## src/rtl/axis_deltasigma_output.sv

```systemverilog
// AXI4-Stream PCM sample to 1-bit first-order delta-sigma bitstream.
// Error-feedback accumulator carry is the output bit, one bit per CLK_DIV clocks.
module axis_deltasigma_output #(
  parameter int AXIS_TDATA_WIDTH = 16,
  parameter bit TWOS_COMPL       = 1'b1,
  parameter int CLK_DIV          = 8
) (
  input  logic                        s_axis_aclk,
  input  logic                        s_axis_areset,
  input  logic [AXIS_TDATA_WIDTH-1:0] s_axis_tdata,
  input  logic                        s_axis_tvalid,
  output logic                        s_axis_tready,
  input  logic                        enable,
  output logic                        ds_clk_o,
  output logic                        ds_data_o,
  output logic                        underrun
);

  localparam int W  = AXIS_TDATA_WIDTH;
  localparam int CW = $clog2(CLK_DIV);
  localparam logic [CW-1:0] LAST = CW'(CLK_DIV - 1);
  localparam logic [CW-1:0] HALF = CW'(CLK_DIV / 2);
  localparam logic [W-1:0]  MID  =
    TWOS_COMPL ? {1'b1, {(W-1){1'b0}}} : '0;

  logic [CW-1:0] div_cnt;
  logic [CW-1:0] next_cnt;
  logic [W-1:0]  acc;
  logic [W-1:0]  hold;
  logic [W-1:0]  cur;
  logic          hold_full;
  logic [W-1:0]  u;
  logic [W-1:0]  src;
  logic [W:0]    sum;
  logic          tick;
  logic          accept;

  // Offset-binary view of the sample: signed zero maps to half scale.
  always_comb begin
    u = s_axis_tdata;
    if (TWOS_COMPL) u[W-1] = ~s_axis_tdata[W-1];
  end

  assign s_axis_tready = ~hold_full;
  assign accept   = s_axis_tvalid & ~hold_full;
  assign tick     = enable & (div_cnt == LAST);
  assign next_cnt = tick ? '0 : div_cnt + 1'b1;
  assign src      = hold_full ? hold : cur;
  assign sum      = {1'b0, acc} + {1'b0, src};

  always_ff @(posedge s_axis_aclk) begin
    if (s_axis_areset) begin
      div_cnt   <= '0;
      acc       <= '0;
      hold      <= '0;
      hold_full <= 1'b0;
      cur       <= MID;
      ds_data_o <= 1'b0;
      ds_clk_o  <= 1'b0;
      underrun  <= 1'b0;
    end else begin
      underrun <= 1'b0;
      if (enable) begin
        div_cnt  <= next_cnt;
        ds_clk_o <= (next_cnt >= HALF);
        if (tick) begin
          acc       <= sum[W-1:0];
          ds_data_o <= sum[W];
          if (hold_full) begin
            cur       <= hold;
            hold_full <= 1'b0;
          end else begin
            underrun <= 1'b1;
          end
        end
      end else begin
        div_cnt   <= '0;
        acc       <= '0;
        ds_clk_o  <= 1'b0;
        ds_data_o <= 1'b0;
      end
      // tready is low whenever a tick could drain hold, so no conflict here.
      if (accept) begin
        hold      <= u;
        hold_full <= 1'b1;
      end
    end
  end

endmodule

```

## config.mk

```make
export PLATFORM = sky130hd
export DESIGN_NAME = axis_deltasigma_output
export DESIGN_NICKNAME = d
export VERILOG_FILES = /design/src/rtl/axis_deltasigma_output.sv
export SDC_FILE = /design/constraint.sdc
export NUM_CORES = 1
export LEC_CHECK = 0
export BUFFER_PORTS_ARGS = -buffer_cell sky130_fd_sc_hd__buf_4
export CAP_MARGIN = 40
export CELL_PAD_IN_SITES_DETAIL_PLACEMENT = 1
export CELL_PAD_IN_SITES_GLOBAL_PLACEMENT = 1
export CORE_MARGIN = 2
export CORE_UTILIZATION = 40
export DETAILED_ROUTE_END_ITERATION = 10
export GPL_ROUTABILITY_DRIVEN = 0
export GPL_TIMING_DRIVEN = 0
export PLACE_DENSITY = 0.81
export SLEW_MARGIN = 30
export SYNTH_ARGS = -nofsm -noshare
export SYNTH_HDL_FRONTEND = slang
export SYNTH_SLANG_ARGS = --single-unit
export TNS_END_PERCENT = 10
```

## constraint.sdc

```tcl
create_clock -name s_axis_aclk -period 2.4 [get_ports s_axis_aclk]
set_input_delay 0.12 -clock s_axis_aclk [delete_from_list [all_inputs] [get_ports s_axis_aclk]]
set_output_delay 0.12 -clock s_axis_aclk [all_outputs]
set_load 0.02 [all_outputs]
```

==> results.toml <==
[floorplanning]
coreArea_mm2 = 0.00687
rows = 30
boundaryPins = 24
fp.dieW_um = 88.9
initial_utilization_pct = 42.0
die_h_um = 88.9
die-area_mm2 = 0.00790

[pwr]
swShare_pct = 27.6
power.leakage_nw = 1.46
switchingPower_mw = 0.469
powerDensity_mw_per_mm2 = 467
ir_worst_vdd_uv = 285
p_clk_share_pct = 34.0
pwr-share-comb_pct = 11.4
p_seq_share_pct = 54.5
p_int_mw = 1.23
finalPower_mw = 1.70

[worst_setup_path]
crit_fanout = 6
cp-start-kind = "flip-flop"
crit_type = "reg2reg"
critPathRequiredTime_ps = 2630
worstPathArrival_ps = 2720
path_cells = "buf_6 > bufbuf_16 > mux2_4 > ha_4 > and3_4 > a221o_1 > a21oi_2 > nand2_2 > a31oi_1 > nor4_1"
max_stage_delay_ps = 370
cp_slowest_cell = "dfxtp_2"
endpoint_kind = "flip-flop"

[drt]
drc = 0
routedWlPerCell_um = 17.6
drtPass1Iterations = 4
ant_nets = 0
drt_iter0_drc = 58
routed_via_density = 5.47
vias = 2643
routed_wl_um = 8490

[global_routing]
antenna_found_initial = 0
grt-ovfl-total = 0
track_usage_pct = 23.0
grt_start_max_net_pins = 20
grt_pass1_wl_um = 14000
first_global_vias = 2835

[synthesis]
synth_nets = 384
syn_area_per_cell_um2 = 8.36
synth_warnings = 0
ys_async_sr_fraction_pct = 0
synth_cell_types = 47
synth_xor_area_share_pct = 3.04
synth-compound-area-share_pct = 16.3
synth_fa_ha_area_share_pct = 8.50
ys_seq_elements = 54
synthMuxAreaShare_pct = 9.02
seq_area_frac_synth_pct = 37.5
synth_edf_count = 0
yosys.area_share.simple_pct = 22.0
synth_top_family_by_area = "simple AND/OR/NAND/NOR gates"
synthCells = 345
synth_area_mm2 = 0.00288
ys.flop_type = "dfxtp_1"

[sta]
setup_viol = 9
post-route-period-util_pct = 104
fin_skew_ps = 11.1
tightest_slew_ps = 713
slew_headroom_pct = 52.5
finalHoldViolCount = 0
fmax_mhz = 401
setup_slack_ps = -94.8
fin_crit_ps = 2490
rsz0062_at_grt = "true"
slew_viol_final = 0

[placement]
dp_hpwl_um = 5640
portBuffers = 22
dp.cells = 463
placed_area_mm2 = 0.00324

[layout]
final_cell_mix = "nor2_1 (53), dfxtp_1 (53), nand2_1 (41)"
nets = 425
stdcell_area_mm2 = 0.00365
area_growth_pct = 26.5
layout-drive-gt1-share_pct = 26.1
finalNonFillerCells = 483
n_antenna_cell = 0

[status]
status = "finished, violations left"
violations = "negative setup slack"

[clocking]
clockBufferDepth = 2
clk_pin_slew_ps = 120
cts-root-buf = "clkbuf_8"
cts_tree = "built"
clock_sinks = 54
htree_levels = 2
cts_buffers = 5
clk_latency_ps = 330

[job]
maxCapViolations = 0

[worst_hold_path]
min_path_type = "in2reg"
-- layout make-up --
cell class,instances,area (um^2)
inverters,4,15.0
multi-input cells,268,1930
plain buffers,18,108
clock buffers,5,68.8
flip-flops and latches,54,1080
well taps,96,120
clock inverters,3,28.8
repair buffers,35,290
fillers,834,3220
-- logic make-up after synthesis --
group / after synthesis
AO/OA/AOI/OAI: 73
XOR/XNOR: 10
adder cells (fa/ha/maj): 19
buffers and inverters: 23
flip-flops: 54
multiplexers: 24
AND/OR/NAND/NOR: 142
-- synthesized netlist by cell type (all sizes together) (2+ instances only) --
library cell,instances,area share [%]
o21ai,11,1.9
buf,6,1.4
dfxtp,54,37
a21oi,36,7.2
inv,4,0.52
mux2i,8,2.8
o21a,4,1.0
ha,18,7.8
o21bai,2,0.52
xor2,2,0.61
nand4,4,0.87
mux2,16,6.2
xnor2,8,2.4
and3,3,0.65
o31ai,3,0.95
nand2b,2,0.43
nor2b,5,1.1
and2b,2,0.61
nor3,18,3.1
nor2,53,6.9
clkbuf,13,1.7
a21o,4,1.0
nand2,43,5.7
nand3,4,0.69
a211oi,5,1.3
and2,4,0.91
-- worst max-delay path, delay by kind of cell, from the launching register on --
kind            cells  cell delay [ps]
mux                 1              330
flops               1              370
buf+inv             2              410
fa+ha+maj           1              260
simple gates        3              380
compound gates      3              660
-- path summary, 6_finish.rpt --
kind / startpoint / to / slack (ps) / cells past startpoint
worst max-delay path: hold_full / acc[14] / -90 / 10
worst min-delay path: s_axis_tdata[13] / hold[13] / 20 / 3
worst max register to register: hold_full / acc[14] / -90 / 10
worst min register to register: div_cnt[0] / div_cnt[0] / 440 / 1
-- power groups by stage --
stage	combinational, mW	sequential [mW]	clock (mW)
after floorplan	0.0973	0.942	0
after global placement	0.148	0.946	0
after detailed placement	0.153	0.947	0
after CTS	0.190	0.927	0.588
after global routing	0.211	0.931	0.626
final	0.194	0.928	0.579
-- stage by stage --
| step | setup WS (ps) | utilization, % | TNS, ps | hold WS (ps) |
|---|---|---|---|---|
| floorplan | -5.80 | - | -7.45 | 216 |
| global placement | -327 | 47.2 | -2180 | 301 |
| detailed placement | -461 | 47.2 | -3180 | 310 |
| CTS | -74.8 | 52.5 | -438 | 27.0 |
| global route | -196 | 53.1 | -1730 | 28.1 |
| finish | -94.8 | 53.1 | -667 | 22.1 |
-- registers in the layout, indices dropped and copies added, names as in the netlist --
name and cells:
acc 16, cur 16, hold 16, div_cnt 2
ds_clk_o 1, ds_data_o 1, hold_full 1, underrun 1
-- repair_timing --
| action | 4_1_cts | 5_1_grt |
|---|---|---|
| pin swaps | 17 | 12 |
| gates cloned | 2 | 0 |
| hold endpoints to repair | 1 | 0 |
| setup buffers | 9 | 1 |
| endpoints found under the setup margin | 13 | 20 |
| hold buffers | 1 | 0 |
| resized for setup | 35 | 9 |
-- routing by layer --
| metal | share of wire (%) | GRT usage (%) | vias up |
|---|---|---|---|
| li1 | - | - | 1276 |
| met1 | 42 | 26.7 | 1306 |
| met2 | 53 | 42.7 | 47 |
| met3 | 3.1 | 3.60 | 14 |
| met4 | 2.1 | 7.85 | 0 |
| met5 | 0 | 0 | - |
(Power assumes the default switching activity.)
